==> config.mk <==
export PLATFORM = sky130hd
export DESIGN_NAME = mac_tx_arbiter
export DESIGN_NICKNAME = d
export VERILOG_FILES = /design/src/rtl/mac_tx_arbiter_pkg.sv /design/src/rtl/mac_tx_arbiter_rr_arbiter.sv /design/src/rtl/mac_tx_arbiter.sv
export SDC_FILE = /design/constraint.sdc
export NUM_CORES = 1
export LEC_CHECK = 0
export BUFFER_PORTS_ARGS = -buffer_cell sky130_fd_sc_hd__buf_2
export CAP_MARGIN = 20
export CELL_PAD_IN_SITES_DETAIL_PLACEMENT = 1
export CELL_PAD_IN_SITES_GLOBAL_PLACEMENT = 2
export CORE_ASPECT_RATIO = 1.4
export CORE_MARGIN = 1
export CORE_UTILIZATION = 24
export CTS_CLUSTER_DIAMETER = 50
export DETAILED_ROUTE_END_ITERATION = 6
export PLACE_DENSITY = 0.78
export SLEW_MARGIN = 20
export SYNTH_ARGS = -nofsm -noshare
export SYNTH_HDL_FRONTEND = slang
export SYNTH_SLANG_ARGS = --single-unit
export TNS_END_PERCENT = 1
==> constraint.sdc <==
create_clock -name clock -period 4.62 [get_ports clock]
set_input_delay 0 -clock clock [delete_from_list [all_inputs] [get_ports clock]]
set_output_delay 0 -clock clock [all_outputs]
set_load 0.02 [all_outputs]
==> src/rtl/mac_tx_arbiter_pkg.sv <==
// mac_tx_pkg: shared types and Ethernet constants for the MAC TX arbiter.
//   state_t          - arbiter FSM states
//   ETH_MIN_PAYLOAD  - minimum frame bytes before CRC (64 minus 4-byte FCS)
//   ETH_IFG_BYTES    - standard inter-frame gap in byte times
package mac_tx_pkg;

    typedef enum logic [2:0] {
        S_RESET,
        S_IDLE,
        S_FRAME,
        S_PAD,
        S_GAP
    } state_t;

    localparam int ETH_MIN_PAYLOAD = 60;
    localparam int ETH_IFG_BYTES   = 12;

endpackage

==> src/rtl/mac_tx_arbiter_rr_arbiter.sv <==
// rr_arbiter: combinational round-robin picker.
//   req       - request vector, one bit per port
//   last      - index of the most recently granted port
//   grant     - one-hot grant of the first requester after 'last' (wrapping)
//   grant_idx - binary index of that port
//   found     - at least one request present
// The pointer register lives in the parent so it can be updated only when a
// grant is actually taken.
module rr_arbiter
    import mac_tx_pkg::*;
#(
    parameter int NUM_PORTS = 2,
    parameter int IDX_W     = 1
) (
    input  logic [NUM_PORTS-1:0] req,
    input  logic [IDX_W-1:0]     last,
    output logic [NUM_PORTS-1:0] grant,
    output logic [IDX_W-1:0]     grant_idx,
    output logic                 found
);

    always_comb begin
        logic [IDX_W-1:0] cand;
        // NOTE: every output gets a default before the loop so no path
        // leaves it unassigned, which would infer a latch.
        grant     = '0;
        grant_idx = '0;
        found     = 1'b0;
        cand      = '0;
        // Scan last+1, last+2, ... wrapping; the first hit wins.
        for (int k = 1; k <= NUM_PORTS; k++) begin
            cand = IDX_W'((int'(last) + k) % NUM_PORTS);
            if (!found && req[cand]) begin
                found       = 1'b1;
                grant[cand] = 1'b1;
                grant_idx   = cand;
            end
        end
    end

endmodule

==> src/rtl/mac_tx_arbiter.sv <==
// mac_tx_arbiter: frame-granular round-robin arbiter sharing one 8-bit
// AXI-Stream MAC TX path between NUM_PORTS frame sources.
//   clock, aresetn        - clock, synchronous active-low reset
//   saxis_t*              - per-port input streams (port i data at [8i+7:8i])
//   maxis_t*              - merged output stream toward the CRC stage
//   grant_id              - currently / last granted port
//   busy                  - high while a frame, pad or gap is in progress
// Build option: define TX_PAD_EN to pad short frames with 0x00 bytes up to
// MIN_FRAME_BYTES; without it tlast always passes straight through.
// Control is registered; the data path is a combinational mux of the
// granted port, so a stalled output holds whatever the source holds.
module mac_tx_arbiter
    import mac_tx_pkg::*;
#(
    parameter int NUM_PORTS       = 2,
    parameter int IFG_CYCLES      = ETH_IFG_BYTES,
    parameter int MIN_FRAME_BYTES = ETH_MIN_PAYLOAD
) (
    input  logic                         clock,
    input  logic                         aresetn,
    input  logic [NUM_PORTS*8-1:0]       saxis_tdata,
    input  logic [NUM_PORTS-1:0]         saxis_tvalid,
    output logic [NUM_PORTS-1:0]         saxis_tready,
    input  logic [NUM_PORTS-1:0]         saxis_tlast,
    input  logic [NUM_PORTS-1:0]         saxis_tuser,
    output logic [7:0]                   maxis_tdata,
    output logic                         maxis_tvalid,
    input  logic                         maxis_tready,
    output logic                         maxis_tlast,
    output logic                         maxis_tuser,
    output logic [$clog2(NUM_PORTS)-1:0] grant_id,
    output logic                         busy
);

    localparam int IDX_W = $clog2(NUM_PORTS);
    localparam int GAP_W = (IFG_CYCLES > 1) ? $clog2(IFG_CYCLES) : 1;
    localparam state_t S_AFTER = (IFG_CYCLES == 0) ? S_IDLE : S_GAP;

    state_t               state, state_n;
    logic [IDX_W-1:0]     last_grant;
    logic [NUM_PORTS-1:0] grant_sel;
    logic [GAP_W-1:0]     gap_cnt;

    logic [NUM_PORTS-1:0] arb_oh;
    logic [IDX_W-1:0]     arb_idx;
    logic                 arb_found;

    logic [7:0] sel_data;
    logic       sel_valid, sel_last, sel_user;
    logic       pad_needed;

    rr_arbiter #(
        .NUM_PORTS (NUM_PORTS),
        .IDX_W     (IDX_W)
    ) u_rr (
        .req       (saxis_tvalid),
        .last      (last_grant),
        .grant     (arb_oh),
        .grant_idx (arb_idx),
        .found     (arb_found)
    );

    assign sel_data  = saxis_tdata[{grant_id, 3'b000} +: 8];
    assign sel_valid = saxis_tvalid[grant_id];
    assign sel_last  = saxis_tlast[grant_id];
    assign sel_user  = saxis_tuser[grant_id];

`ifdef TX_PAD_EN
    localparam int CNT_W = $clog2(MIN_FRAME_BYTES + 1);

    logic [CNT_W-1:0] byte_cnt;
    logic             tuser_sticky;
    logic             cnt_full;
    logic             pad_last;

    assign cnt_full   = (int'(byte_cnt) >= MIN_FRAME_BYTES);
    // byte_cnt counts beats already sent; the tlast beat itself makes +1.
    assign pad_needed = (int'(byte_cnt) + 1) < MIN_FRAME_BYTES;
    assign pad_last   = (int'(byte_cnt) == MIN_FRAME_BYTES - 1);

    always_ff @(posedge clock) begin
        if (!aresetn) begin
            byte_cnt     <= '0;
            tuser_sticky <= 1'b0;
        end else begin
            case (state)
                S_IDLE: if (arb_found) begin
                    byte_cnt     <= '0;
                    tuser_sticky <= 1'b0;
                end
                S_FRAME: if (sel_valid && maxis_tready) begin
                    if (!cnt_full) byte_cnt <= byte_cnt + 1'b1;
                    tuser_sticky <= tuser_sticky | sel_user;
                end
                S_PAD: if (maxis_tready) byte_cnt <= byte_cnt + 1'b1;
                default: ;
            endcase
        end
    end
`else
    assign pad_needed = 1'b0;
`endif

    // NOTE: reset is sampled on the clock edge only (synchronous), and all
    // state uses non-blocking assignment so every register sees the
    // pre-edge values of its neighbours.
    always_ff @(posedge clock) begin
        if (!aresetn) begin
            state      <= S_RESET;
            grant_id   <= '0;
            grant_sel  <= '0;
            last_grant <= IDX_W'(NUM_PORTS - 1);
            gap_cnt    <= '0;
        end else begin
            state <= state_n;
            if (state == S_IDLE && arb_found) begin
                grant_id   <= arb_idx;
                grant_sel  <= arb_oh;
                last_grant <= arb_idx;
            end
            // Load on entry so the gap lasts exactly IFG_CYCLES clocks.
            if (state_n == S_GAP && state != S_GAP)
                gap_cnt <= GAP_W'(IFG_CYCLES - 1);
            else if (state == S_GAP && gap_cnt != '0)
                gap_cnt <= gap_cnt - 1'b1;
        end
    end

    always_comb begin
        state_n      = state;
        saxis_tready = '0;
        maxis_tdata  = '0;
        maxis_tvalid = 1'b0;
        maxis_tlast  = 1'b0;
        maxis_tuser  = 1'b0;
        busy         = 1'b0;
        case (state)
            S_RESET: state_n = S_IDLE;
            S_IDLE: if (arb_found) state_n = S_FRAME;
            S_FRAME: begin
                busy         = 1'b1;
                maxis_tdata  = sel_data;
                maxis_tvalid = sel_valid;
                maxis_tuser  = sel_user;
                maxis_tlast  = sel_valid & sel_last & ~pad_needed;
                saxis_tready = grant_sel & {NUM_PORTS{maxis_tready}};
                if (sel_valid && maxis_tready && sel_last)
                    state_n = pad_needed ? S_PAD : S_AFTER;
            end
`ifdef TX_PAD_EN
            S_PAD: begin
                busy         = 1'b1;
                maxis_tvalid = 1'b1;
                maxis_tuser  = tuser_sticky;
                maxis_tlast  = pad_last;
                if (maxis_tready && pad_last) state_n = S_AFTER;
            end
`endif
            S_GAP: begin
                busy = 1'b1;
                if (gap_cnt == '0) state_n = S_IDLE;
            end
            default: state_n = S_RESET;
        endcase
    end

endmodule

==> load_flow_metrics.sql <==
INSERT INTO impl_metrics (metric_group, metric, value, unit) VALUES
('floorplan', 'initial_utilization', '0.2530', ''),
('detailed_routing', 'avgRoutedWirePerCell', '12.01', 'um'),
('clock_tree', 'cts.path.max_buffers', '2', ''),
('global_route', 'grt_antenna_before_repair', '0', ''),
('sta', 'final.setup_skew', '2.715', 'ps'),
('sta', 'maxSlewHeadroom', '0.5799', ''),
('floorplan', 'rows', '23', ''),
('sta', 'worst_slew_pin_slew', '629.3', 'ps'),
('clock_tree', 'clock_tree_from_tritoncts', 'built', ''),
('clock_tree', 'worst_skew_pair.late_latency', '230', 'ps'),
('flow_run', 'cap_violations', '0', ''),
('critical_path', 'worst_path_largest_cell_delay', '720', 'ps'),
('final_layout', 'post_route_cells_drive_above_1_share', '0.3730', ''),
('sta', 'setup_slack', '2962', 'ps'),
('floorplan', 'die_span_x', '48.56', 'um'),
('sta', 'fmax', '0.6033', 'GHz'),
('logic_synthesis', 'ys_dominant_reg_cell', 'dfxtp_1', ''),
('sta', 'final_min_period_over_clock_period', '0.3588', ''),
('critical_path', 'worst_setup_path_start_kind', 'flip-flop', ''),
('final_layout', 'final_util', '0.3465', ''),
('floorplan', 'io_pins', '40', ''),
('floorplan', 'design.core.area', '0.002878', 'mm2'),
('logic_synthesis', 'synth_enable_flop_cells', '0', ''),
('floorplan', 'dieHeight', '67.18', 'um'),
('detailed_routing', 'drcViolationCount', '0', ''),
('logic_synthesis', 'netlist_instances', '87', ''),
('placed_design', 'numPortBuffers', '39', ''),
('detailed_routing', 'drt_wl_total', '1958', 'um'),
('sta', 'final_hold_violating_endpoints', '0', ''),
('global_route', 'global_route.overflow_total', '0', ''),
('clock_tree', 'number_of_setup_buffers_added_after_cts', '0', ''),
('detailed_routing', 'first_pass_iters', '4', ''),
('critical_path', 'worstPathRequired', '4620', 'ps'),
('sta', 'setup-tns-final', '0', 'ps'),
('clock_tree', 'cts_inserted_buffers', '3', ''),
('final_layout', 'flow.area_growth_from_synthesis', '36.94', '%'),
('clock_tree', 'postCtsHoldBufs', '0', ''),
('global_route', 'grt_first_pass_wirelength', '3263', 'um'),
('clock_tree', 'cts.repair.resized', '0', ''),
('critical_path', 'timing.critical_path.cells', 'nor2b_1 > a32oi_1 > nor2_1 > buf_2', ''),
('sta', 'minimum_clock_period', '1658', 'ps'),
('placed_design', 'routabilityCongestion', '0.6926', ''),
('clock_tree', 'cts_root_buffer', 'clkbuf_8', ''),
('critical_path', 'critical_path_arrival', '1660', 'ps'),
('outcome', 'result_of_the_run', 'completed', ''),
('sta', 'rsz0062_at_grt', 'false', ''),
('critical_path', 'critical_path.endpoint_type', 'output port', ''),
('critical_path', 'timing.critical_path.max_delay_family', 'flip-flops', ''),
('clock_tree', 'h-tree-depth', '1', ''),
('power', 'pwr_density_cell', '275.2', 'mW/mm2'),
('sta', 'report.final.setup_viol', '0', ''),
('final_layout', 'antennaDiodeCount', '0', ''),
('logic_synthesis', 'synth.avg_cell_area', '8.370', 'um2'),
('logic_synthesis', 'yosys_warnings', '0', ''),
('final_layout', 'mostFrequentLayoutCell', 'buf_2', ''),
('global_route', 'grtUsageTotal', '0.1319', ''),
('global_route', 'grt_max_degree', '15', ''),
('sta', 'final-max-slew-violation-count', '0', ''),
('logic_synthesis', 'netlist-cell-type-count', '29', ''),
('detailed_routing', 'num_vias', '757', ''),
('power', 'vdd.ir_drop.worst', '0.00006903', 'V'),
('final_layout', 'final_nets', '153', ''),
('logic_synthesis', 'synth-seq-cells', '11', ''),
('detailed_routing', 'antenna_left', '0', ''),
('clock_tree', 'cts_num_sinks', '11', ''),
('placed_design', 'post-place-ws', '2985', 'ps'),
('detailed_routing', 'drt_iter0_drc', '5', ''),
('final_layout', 'postLayoutCellArea', '997.2', 'um2'),
('critical_path', 'cp_slowest_cell', 'dfxtp_1', ''),
('worst_hold_path', 'min_path_type', 'in -> reg', ''),
('critical_path', 'path_max_fanout', '14', '');
[synthesized netlist by cell type (2+ instances only)]
master / count / share of area
a21boi_1: 2 / 0.021
and2_1: 3 / 0.026
nor2_1: 16 / 0.082
inv_1: 2 / 0.010
dfxtp_1: 11 / 0.30
nor2b_1: 4 / 0.034
o21a_1: 4 / 0.041
xnor2_1: 2 / 0.024
o2bb2ai_1: 2 / 0.024
and3_1: 3 / 0.026
clkbuf_1: 2 / 0.010
mux2i_1: 11 / 0.15
nand2_1: 7 / 0.036
nor3b_2: 2 / 0.034
buf_2: 2 / 0.014
[sequential cells by signal (all words and copies together) (netlist names)]
| signal | count |
|---|---|
| gap_cnt | 4 |
| state | 3 |
| grant_sel | 2 |
| grant_id | 1 |
| last_grant | 1 |
[where the power goes]
part | internal, mW | leakage [nW] | switching, mW
Clock | 0.0603 | 0.0228 | 0.0331
Sequential | 0.101 | 0.0896 | 0.00919
Combinational | 0.0327 | 0.353 | 0.0378
Total | 0.194 | 0.465 | 0.0802
[path summary, 6_finish.rpt]
kind	start	endpoint	slack, ps	depth (start not counted)
hold reg to reg	grant_sel[1]	grant_sel[1]	460	2
hold / removal	aresetn	last_grant	60	2
setup reg to reg	grant_id	gap_cnt[3]	2990	3
setup / recovery	grant_id	maxis_tlast	2960	4
[kinds of logic (layout without fill, tap and decap cells)]
family,Yosys count,count (layout),share of synthesized area
buffers and inverters,6,45,0.03437
DFF,11,11,0.3024
muxes,11,11,0.1512
AOI/OAI and AO/OA,14,14,0.1478
xor gates and xnor gates,3,3,0.03609
and+or+nand+nor,41,41,0.3110
adders and majority gates,1,1,0.01718
[through the flow]
step | power [mW] | std cells | hold slack, ps
2_1_floorplan | 0.1575 | 87 | 166.6
3_3_place_gp | 0.1820 | 159 | 300.0
3_5_place_dp | 0.1842 | 159 | 308.1
4_1_cts | 0.2818 | 163 | 64.34
5_1_grt | 0.2923 | 163 | 77.10
6_report | 0.2744 | 163 | 64.39
[worst register-to-register path: cells and delay by family, from the launching register on]
family          cells  cell delay (ps)
simple gates        1              390
flops               1              720
compound gates      2              470
[area by class of cell]
class | count | area [um2]
tap | 37 | 46.29
inverter | 2 | 7.507
timing repair buffer | 39 | 195.2
fill | 387 | 1881
sequential | 11 | 220.2
clock buffer | 4 | 45.04
multi-input combinational | 70 | 483.0
[layer usage]
layer / vias to the layer above / share of wire / track usage
met3: 5 / 0.062 / 0.03153
met5: - / 0 / 0
met2: 30 / 0.55 / 0.2606
met4: 0 / 0.018 / 0.06618
li1: 378 / - / -
met1: 344 / 0.37 / 0.1282
No activity file was read; power rests on OpenSTA's default activity.
